[config.mk]
export PLATFORM = sky130hd
export DESIGN_NAME = avr_prefetch_unit_flat
export DESIGN_NICKNAME = d
export VERILOG_FILES = /design/src/rtl/avr_prefetch_if.sv /design/src/rtl/avr_prefetch_unit.sv /design/src/flat_wrapper.sv
export SDC_FILE = /design/constraint.sdc
export NUM_CORES = 1
export LEC_CHECK = 0
export ABC_AREA = 0
export BUFFER_PORTS_ARGS = -buffer_cell sky130_fd_sc_hd__buf_4
export CAP_MARGIN = 40
export CORE_ASPECT_RATIO = 1.5
export CORE_MARGIN = 5
export CORE_UTILIZATION = 53
export DETAILED_ROUTE_END_ITERATION = 10
export HOLD_SLACK_MARGIN = 0.05
export PLACE_DENSITY = 0.73
export SKIP_LAST_GASP = 1
export SLEW_MARGIN = 20
export SYNTH_ARGS = -nofsm -noshare
export SYNTH_HDL_FRONTEND = slang
export SYNTH_SLANG_ARGS = --single-unit
[constraint.sdc]
create_clock -name CLK -period 4.95 [get_ports CLK]
set_input_delay 0.99 -clock CLK [delete_from_list [all_inputs] [get_ports CLK]]
set_output_delay 0.99 -clock CLK [all_outputs]
set_load 0.01 [all_outputs]
[src/rtl/avr_prefetch_if.sv]
// avr_prefetch_if: program-memory, instruction-delivery and redirect signals of the AVR fetch unit
interface avr_prefetch_if #(
  parameter int PC_W = 16
);
  logic [PC_W-1:0] prog_addr;
  logic            prog_req;
  logic [15:0]     prog_data;
  logic [15:0]     instr;
  logic [15:0]     instr_ext;
  logic            instr_long;
  logic [PC_W-1:0] instr_pc;
  logic            instr_valid;
  logic            instr_ready;
  logic            jmp_valid;
  logic            jmp_rel;
  logic [PC_W-1:0] jmp_target;
  modport master (
    output prog_addr, prog_req, instr, instr_ext, instr_long, instr_pc, instr_valid,
    input  prog_data, instr_ready, jmp_valid, jmp_rel, jmp_target
  );
  modport slave (
    input  prog_addr, prog_req, instr, instr_ext, instr_long, instr_pc, instr_valid,
    output prog_data, instr_ready, jmp_valid, jmp_rel, jmp_target
  );
endinterface

[src/rtl/avr_prefetch_unit.sv]
// avr_prefetch_unit: AVR instruction prefetch queue; define AVR_FETCH_LONG_EN to pair 32-bit instructions
module avr_prefetch_unit #(
  parameter int              PC_W    = 16,
  parameter int              DEPTH   = 4,
  parameter logic [PC_W-1:0] RST_VEC = '0
) (
  input logic            CLK,
  input logic            RST,
  avr_prefetch_if.master bus
);
  localparam int AW = $clog2(DEPTH);
  localparam int CW = AW + 1;
  logic [PC_W-1:0] fpc_q, fpc_d, iaddr_q, iaddr_d, head_pc, step, tgt;
  logic [CW-1:0]   count_q, count_d;
  logic [AW-1:0]   rd_q, rd_d, wr_q, wr_d;
  logic            inflight_q, inflight_d;
  logic [15:0]     word_q [DEPTH];
  logic [PC_W-1:0] wpc_q [DEPTH];
  logic [15:0]     head, second;
  logic            nonempty, has2, long_w, push, pop;
  // head decode, handshake outputs, redirect target and queue next-state
  always_comb begin
    head     = word_q[rd_q];
    second   = word_q[rd_q + AW'(1)];
    head_pc  = wpc_q[rd_q];
    nonempty = count_q != '0;
    has2     = count_q >= CW'(2);
`ifdef AVR_FETCH_LONG_EN
    long_w   = nonempty && ((head[15:9] == 7'b1001010 && head[3:2] == 2'b11) ||
                            (head[15:10] == 6'b100100 && head[3:0] == 4'h0));
`else
    long_w   = 1'b0;
`endif
    bus.instr_long  = !RST && long_w;
    bus.instr_valid = !RST && nonempty && (!long_w || has2);
    bus.instr       = nonempty ? head : 16'h0000;
    bus.instr_ext   = (long_w && has2) ? second : 16'h0000;
    bus.instr_pc    = nonempty ? head_pc : '0;
    bus.prog_req    = !RST && !bus.jmp_valid && (count_q + CW'(inflight_q)) < CW'(DEPTH);
    bus.prog_addr   = fpc_q;
    step       = long_w ? PC_W'(2) : PC_W'(1);
    tgt        = bus.jmp_rel ? bus.instr_pc + step + bus.jmp_target : bus.jmp_target;
    push       = inflight_q && !bus.jmp_valid;
    pop        = bus.instr_valid && bus.instr_ready;
    fpc_d      = bus.jmp_valid ? tgt : fpc_q + PC_W'(bus.prog_req);
    inflight_d = bus.prog_req;
    iaddr_d    = fpc_q;
    rd_d       = bus.jmp_valid ? '0 : rd_q + (pop ? (long_w ? AW'(2) : AW'(1)) : '0);
    wr_d       = bus.jmp_valid ? '0 : wr_q + AW'(push);
    count_d    = bus.jmp_valid ? '0 :
                 count_q + CW'(push) - (pop ? (long_w ? CW'(2) : CW'(1)) : '0);
  end
  // control state: fetch pointer, occupancy, queue pointers, outstanding request
  always_ff @(posedge CLK) begin
    if (RST) begin
      fpc_q      <= RST_VEC;
      count_q    <= '0;
      rd_q       <= '0;
      wr_q       <= '0;
      inflight_q <= 1'b0;
    end else begin
      fpc_q      <= fpc_d;
      count_q    <= count_d;
      rd_q       <= rd_d;
      wr_q       <= wr_d;
      inflight_q <= inflight_d;
    end
  end
  // queue storage: the returning word is written together with the address it was fetched from
  always_ff @(posedge CLK) begin
    iaddr_q <= iaddr_d;
    if (push) begin
      word_q[wr_q] <= bus.prog_data;
      wpc_q[wr_q]  <= iaddr_q;
    end
  end
endmodule
[src/flat_wrapper.sv]
// flat-port wrapper written by rule: the top's interface ports become plain ports
module avr_prefetch_unit_flat 
#(
  parameter int              PC_W    = 16,
  parameter int              DEPTH   = 4,
  parameter logic [PC_W-1:0] RST_VEC = '0
)
  (CLK, RST, bus_prog_addr, bus_prog_req, bus_instr, bus_instr_ext, bus_instr_long, bus_instr_pc, bus_instr_valid, bus_prog_data, bus_instr_ready, bus_jmp_valid, bus_jmp_rel, bus_jmp_target);
  avr_prefetch_if #(.PC_W(PC_W)) bus_i ();
  input logic CLK;
  input logic RST;
  output wire logic [$bits(bus_i.prog_addr)-1:0] bus_prog_addr;
  output wire logic [$bits(bus_i.prog_req)-1:0] bus_prog_req;
  output wire logic [$bits(bus_i.instr)-1:0] bus_instr;
  output wire logic [$bits(bus_i.instr_ext)-1:0] bus_instr_ext;
  output wire logic [$bits(bus_i.instr_long)-1:0] bus_instr_long;
  output wire logic [$bits(bus_i.instr_pc)-1:0] bus_instr_pc;
  output wire logic [$bits(bus_i.instr_valid)-1:0] bus_instr_valid;
  input wire logic [$bits(bus_i.prog_data)-1:0] bus_prog_data;
  input wire logic [$bits(bus_i.instr_ready)-1:0] bus_instr_ready;
  input wire logic [$bits(bus_i.jmp_valid)-1:0] bus_jmp_valid;
  input wire logic [$bits(bus_i.jmp_rel)-1:0] bus_jmp_rel;
  input wire logic [$bits(bus_i.jmp_target)-1:0] bus_jmp_target;
  assign bus_prog_addr = bus_i.prog_addr;
  assign bus_prog_req = bus_i.prog_req;
  assign bus_instr = bus_i.instr;
  assign bus_instr_ext = bus_i.instr_ext;
  assign bus_instr_long = bus_i.instr_long;
  assign bus_instr_pc = bus_i.instr_pc;
  assign bus_instr_valid = bus_i.instr_valid;
  assign bus_i.prog_data = bus_prog_data;
  assign bus_i.instr_ready = bus_instr_ready;
  assign bus_i.jmp_valid = bus_jmp_valid;
  assign bus_i.jmp_rel = bus_jmp_rel;
  assign bus_i.jmp_target = bus_jmp_target;
  avr_prefetch_unit #(.PC_W(PC_W), .DEPTH(DEPTH), .RST_VEC(RST_VEC)) u_core (.CLK(CLK), .RST(RST), .bus(bus_i));
endmodule
# == Yosys cells after proc, flatten, opt, wreduce, memory -nomap -nowiden ==
# Memory sizes are Yosys's and may differ from the RTL's. A register that Yosys moved wholly into a read port is not among the register bits.
# Cells that the tools add are included.
# op_classes
eq_ne,0
bitwise,0
n_div,0
n_shift,0
muxes,10
n_addsub,8
n_mul,0
reduce_logical,9
magnitude_cmp,1
# ops
operator,n
16-bit 2-to-1 mux,4
16-bit by 1-bit adder with 16-bit output,1
16-bit by 1-bit adder with 16-bit output (second input constant),1
16-bit adder,1
3-bit by 1-bit adder with 3-bit output,2
1-bit logical AND,5
1-bit 2-to-1 mux,4
2-bit 2-to-1 mux,2
3-bit < comparator (second input constant),1
3-bit nonzero test,1
3-bit subtractor,1
2-bit by 1-bit adder with 2-bit output,1
2-bit adder,1
1-bit logical NOT,2
2-bit OR reduction,1
# word_totals
ramBits,128
output_inout_bits,67
n_memories,2
ff_bits,40
elab_cells,36
mem_bits_ro,0
inputBits,37
latchBits,0
# memory_table
memory,words,word_bits,rd,rd_ports_with_merged_regs,wr,line,text
u_core.word_q,4,16,1,1,1,avr_prefetch_unit.sv:17,logic [15:0] word_q [DEPTH];
u_core.wpc_q,4,16,1,1,1,avr_prefetch_unit.sv:18,logic [PC_W-1:0] wpc_q [DEPTH];

# == Depth between registers and ports, before layout ==
# Gate-level depths: netlist of the first run.
# logic_depth
word_depth,6
depth_mapped,14
ltp_nobuf,13

# == Worst setup path after synthesis of the first run ==
# Ideal clock, no wire load.
# synth_timing
path_type,input to register
startpoint,input port bus_jmp_valid
endpoint,"memory u_core.word_q[0][0], enable pin"
path_slack_ns,0.815
setup_ns,0.468
arrival_time_ns,3.668
cell_stages,2
path_buffers,0
required_time_ns,4.482
cell_sequence,nor2b_1 nor3b_1
# synth_between
elab_chain_len,4
# synth_lines
element,line,text
"start, declared",flat_wrapper.sv:21,input wire logic [$bits(bus_i.jmp_valid)-1:0] bus_jmp_valid;
1-bit logical NOT,avr_prefetch_unit.sv:43,push = inflight_q && !bus.jmp_valid;
1-bit logical AND,avr_prefetch_unit.sv:43,
1-bit 2-to-1 mux,avr_prefetch_unit.sv:72,if (push) begin
1-bit 2-to-1 mux (implied by the code),avr_prefetch_unit.sv:73,word_q[wr_q] <= bus.prog_data;
"end, declared",avr_prefetch_unit.sv:17,
# Every way passes these cells.

==> impl_metrics.json, run 1 <==
{
  "cts_buffer_depth": 2,
  "antenna_found_initial": 0,
  "setup_viol": 0,
  "rsz0062_at_grt": "no",
  "drive_gt1_frac": 0.281,
  "grt_max_degree": 33,
  "rows": 52,
  "routed-via-count": 4456,
  "io_buffers": 86,
  "drt-pass1-iter-count": 4,
  "synth_cells": 494,
  "syn2layout_area_growth_pct": 19.1,
  "num_io_pins": 104,
  "worstSkewPairLatency_ps": 420,
  "h-tree-depth": 4,
  "grt_usage": 0.213,
  "syn_avg_cell_area_um2": 14.9,
  "grt_pass1_wl_um": 26300,
  "drt-total-wl_um": 16900,
  "cp-startpoint": "u_core.rd_q[1]",
  "yosys-top-cells-count": "edfxtp_1 (128), dfxtp_1 (40), and2_1 (33)",
  "place.gp.congestion": 0.864,
  "async_reset_ff_frac": 0,
  "ys_dominant_reg_cell": "edfxtp_1",
  "cts-hold-fix-buffers": 0,
  "synth_area_um2": 7360,
  "ant_nets": 0,
  "slew_headroom": 0.572,
  "start_util": 0.542,
  "hold_path.class": "flip-flop to flip-flop",
  "yosys_warnings": 0,
  "worstSetupPathType": "flip-flop to flip-flop",
  "fin_ws_ps": 1560,
  "skew_ps": 8.75,
  "fin_crit_sh": 0.686,
  "leakagePower_nw": 3.33,
  "totalPowerFinal_mw": 3.07,
  "arrival_ps": 3700,
  "required_ps": 5250,
  "synth.top_cell.area_share": 0.522,
  "timing.setup.tns_ps": 0,
  "grt_pass1_vias": 4720,
  "fmax_mhz": 295,
  "wire_per_inst_um": 22.2,
  "hold_start": "u_core.bus.prog_addr[0]",
  "gr-total-overflow": 0,
  "finalCriticalPeriod_ps": 3390,
  "yosysMostFrequentCell": "edfxtp_1",
  "status": "complete, no violations",
  "finalHoldViolCount": 0,
  "fin_nets": 650,
  "die_w_um": 106,
  "nFillCells": 971,
  "core-area_um2": 13600,
  "numCtsBuffers": 17,
  "r2r-start": "u_core.rd_q[1]",
  "die_area_um2": 16400,
  "cts_sinks": 168,
  "synth-seq-area-share": 0.631,
  "tritoncts": "done",
  "fp.dieH_um": 154,
  "cts.repair.resized": 0,
  "final_max_slew_viol_count": 0,
  "ys_ff_latch": 168,
  "synthTopCellsByArea": "edfxtp_1 (52%), dfxtp_1 (11%), mux4_2 (9.2%)",
  "pre_cts_ws_ps": 1280,
  "place_hpwl_um": 11700,
  "cts.clk_slew.worst_paths_ps": 60,
  "cp-end-kind": "flip-flop",
  "antenna_cells": 0,
  "synth_cell_types": 54,
  "worst_pin_slew_ps": 641,
  "synth_edf_count": 128,
  "ir_drop_v": 0.000243,
  "clock-root-buffer": "clkbuf_16",
  "cap_violations": 0,
  "critPathLaunchType": "flip-flop",
  "cts_setup_buffers": 0,
  "synth_top_cell_by_area": "edfxtp_1",
  "final_util": 0.645,
  "drt_iter0_markers": 208,
  "crit_fanout": 20,
  "viasPerCell": 5.84,
  "drc": 0,
  "power_density_nw_per_um2": 350,
  "finalHoldWorstSlack_ps": 397
}
==> report_power, final <==
part / leakage (nW) / internal [mW] / switching, mW
combinational: 1.57 / 0.101 / 0.116
sequential: 1.50 / 1.55 / 0.0350
clock: 0.268 / 0.737 / 0.529
total: 3.33 / 2.39 / 0.680
==> area by class of cell <==
cell class	instances	area [um2]	share of cell area
clock buffer	18	429	0.0489
clock inverter	12	128	0.0146
inverter	12	45.0	0.00514
multi-input combinational	296	2540	0.289
sequential	168	4650	0.530
tap	162	203	0.0231
timing repair buffer	95	782	0.0892
==> routing by layer <==
metal | global-route usage | vias up | wire, um
li1 | - | 2033 | -
met1 | 0.234 | 2279 | 6240
met2 | 0.403 | 122 | 9680
met3 | 0.0450 | 22 | 738
met4 | 0.0710 | 0 | 258
met5 | 0 | - | 0
==> placed cells by master, fill, tap and decap left out, types with 3 or more instances in the layout <==
| master | netlist | routed |
|---|---|---|
| nand2_1 | 12 | 12 |
| a21o_1 | 4 | 4 |
| o21ai_0 | 6 | 6 |
| or3_1 | 3 | 3 |
| conb_1 | 1 | 17 |
| buf_4 | 17 | 90 |
| mux4_2 | 30 | 30 |
| xnor2_1 | 17 | 17 |
| o22ai_1 | 5 | 5 |
| nor3_1 | 5 | 5 |
| edfxtp_1 | 128 | 128 |
| nor2b_1 | 7 | 7 |
| clkbuf_16 | 0 | 17 |
| inv_1 | 12 | 12 |
| inv_6 | 0 | 3 |
| nand3_1 | 19 | 19 |
| nor2_1 | 28 | 26 |
| mux2i_1 | 10 | 10 |
| xor2_1 | 10 | 10 |
| a21oi_1 | 13 | 13 |
| a211oi_1 | 11 | 11 |
| and3_1 | 8 | 7 |
| and2_1 | 33 | 33 |
| o21a_1 | 4 | 4 |
| dfxtp_1 | 40 | 38 |
| ha_1 | 21 | 21 |
==> worst max-delay path: stages, from the launching register on <==
cell and delay [ps]:
dfxtp_2 750, mux2i_1 150, a21oi_1 200, nand2_1 110, ha_1 260, fa_1 430, nor2b_1 200, o2111ai_1 180
a211oi_1 400, o41ai_2 170, nand3_1 110, o31ai_1 90, a31o_2 250
==> metrics by stage <==
step           instances  instance area [um2]
3_5_place_dp         731                 8180
3_3_place_gp         728                 8110
5_1_grt              763                 8770
6_report             763                 8770
2_1_floorplan        510                 7420
4_1_cts              761                 8740
==> cells by family (layout without fill, tap and decap cells) <==
group           count (synthesis)  count (layout)  synth area share
compound gates                 65              65            0.0644
xor+xnor                       27              27            0.0321
fa+ha+maj                      23              23            0.0411
buf+inv                        46             137            0.0358
flops                         168             168             0.631
mux                            42              42             0.108
other cells                     1              17          0.000509
simple gates                  122             122            0.0870
==> flip-flops by register name, summed over array words and instances, names as in the netlist <==
register,count
u_core.word_q,64
u_core.wpc_q,64
u_core.bus.prog_addr,16
u_core.iaddr_q,16
u_core.count_q,3
u_core.rd_q,2
u_core.wr_q,2
u_core.inflight_q,1
==> path summary, 6_finish.rpt <==
| check | endpoint | slack (ps) | cells after the start |
|---|---|---|---|
| min | u_core.iaddr_q[0] | 400 | 0 |
| min reg2reg | u_core.iaddr_q[0] | 400 | 0 |
| max reg2reg | u_core.bus.prog_addr[14] | 1560 | 12 |
| max | u_core.bus.prog_addr[14] | 1560 | 12 |
No activity file was read; power rests on OpenSTA's default activity.
==> inputs of run 2 (changes only) <==
==> constraint.sdc (replaced) <==
create_clock -name CLK -period 3.4 [get_ports CLK]
set_input_delay 0.68 -clock CLK [delete_from_list [all_inputs] [get_ports CLK]]
set_output_delay 0.68 -clock CLK [all_outputs]
set_load 0.01 [all_outputs]
==> run 2 against run 1 <==
Sequential power up 45%. Non-clock buffer count up 10. Critical path depth fell by 2. Sequential share of layout area shrank 0.13 points.
==> impl_metrics.json, run 2 (synthesis results as in run 1) <==
{
  "status": "complete, no violations",
  "required_ps": 3690,
  "timing.setup.tns_ps": 0,
  "drt_iter0_markers": 236,
  "hold_path.class": "flip-flop to flip-flop",
  "final_max_slew_viol_count": 0,
  "antenna_found_initial": 0,
  "syn2layout_area_growth_pct": 19.5,
  "arrival_ps": 3400,
  "ir_drop_v": 0.000405,
  "critPathLaunchType": "flip-flop",
  "rows": 52,
  "pre_cts_ws_ps": 127,
  "worstSetupPathType": "flip-flop to flip-flop",
  "place_hpwl_um": 11500,
  "power_density_nw_per_um2": 504,
  "cts_buffer_depth": 2,
  "slowest_delay_ps": 520,
  "leakagePower_nw": 3.37,
  "h-tree-depth": 4,
  "rsz0062_at_grt": "no",
  "finalHoldViolCount": 0,
  "cts_sinks": 168,
  "routed-via-count": 4421,
  "cp-startpoint": "u_core.rd_q[0]",
  "cts.clk_slew.worst_paths_ps": 70,
  "antenna_cells": 0,
  "grt_pass1_wl_um": 25500,
  "fp.dieH_um": 154,
  "final_common_cell": "edfxtp_1",
  "die_w_um": 106,
  "nFillCells": 998,
  "finalCriticalPeriod_ps": 3100,
  "worstSkewPairLatency_ps": 420,
  "ant_nets": 0,
  "tritoncts": "done",
  "fin_crit_sh": 0.912,
  "cpMaxStageDelayCell": "mux4_2",
  "r2r-start": "u_core.rd_q[0]",
  "hold_start": "u_core.bus.prog_addr[0]",
  "grt_max_degree": 27,
  "grt_usage": 0.206,
  "die_area_um2": 16400,
  "num_io_pins": 104,
  "drt-total-wl_um": 16300,
  "core-area_um2": 13600,
  "crit_path_cell_trace": "mux4_2 > and2_1 > ha_1 > a21o_1 > a211o_1 > a21oi_1 > o31ai_2 > a311oi_1 > or3_1 > a211oi_2",
  "grt_pass1_vias": 4753,
  "fmax_mhz": 322,
  "cp-end-kind": "flip-flop",
  "start_util": 0.542,
  "drt-pass1-iter-count": 4,
  "crit_fanout": 14,
  "top_regs": "u_core.word_q: 64 flops, u_core.wpc_q: 64 flops",
  "io_buffers": 86,
  "final_cell_mix": "edfxtp_1 (128), buf_4 (104), dfxtp_1 (38)",
  "gr-total-overflow": 0,
  "path_buf_inv": 0,
  "numCtsBuffers": 17,
  "clock-root-buffer": "clkbuf_16",
  "setup_viol": 0,
  "viasPerCell": 5.70,
  "wire_per_inst_um": 21.1,
  "drc": 0,
  "skew_ps": 11.7,
  "fin_nets": 660,
  "place.gp.congestion": 0.898,
  "cap_violations": 0,
  "drive_gt1_frac": 0.297,
  "path_delay_family": "compound AO/OA/AOI/OAI gates",
  "fin_ws_ps": 298
}
-- run 2: cell types whose count changed in the layout (fill, tap and decap cells not counted), sizes merged --
cell / change
buf: +10
clkinv: +2
inv: +2
bufinv: -1
clkinvlp: -1
-- run 2: worst paths after layout --
path / to / slack [ps] / depth (start not counted)
max: u_core.bus.prog_addr[13] / 300 / 10
min: u_core.iaddr_q[0] / 380 / 0
max reg2reg: u_core.bus.prog_addr[13] / 300 / 10
min reg2reg: u_core.iaddr_q[0] / 380 / 0
-- run 2: stage by stage --
stage,instance area (um2),util,instances,total power [mW],hold slack [ps]
2_1_floorplan,7430,-,510,2.53,397
3_3_place_gp,8240,0.606,743,2.66,366
3_5_place_dp,8240,0.606,743,2.67,366
4_1_cts,8790,0.647,775,4.46,379
5_1_grt,8800,0.647,775,4.58,393
6_report,8800,0.647,775,4.43,378
-- run 2: where the power goes --
part / internal, mW / switching (mW) / leakage (nW)
clock: 1.01 / 0.795 / 0.272
combinational: 0.152 / 0.169 / 1.60
sequential: 2.26 / 0.0450 / 1.50
-- run 2: cell type report --
class / instances / area, um2 / share of cell area
clock buffer: 18 / 429 / 0.0488
sequential: 168 / 4650 / 0.529
timing repair buffer: 105 / 801 / 0.0910
clock inverter: 14 / 124 / 0.0141
multi-input combinational: 296 / 2550 / 0.290
tap: 162 / 203 / 0.0230
inverter: 12 / 45.0 / 0.00512
-- run 2: per-layer routing --
metal,vias up,share of wire,GRT usage
li1,2047,-,-
met4,0,0.023,0.0759
met1,2219,0.39,0.238
met5,-,0,0
met3,25,0.044,0.0438
met2,130,0.54,0.372
-- run 2: repair_timing --
item                                    in CTS  in global routing
endpoints found under the hold margin        0                  0
gates resized for setup                      0                  3
endpoints found under the setup margin       0                  5
hold buffers                                 0                  0
setup buffers                                0                  0
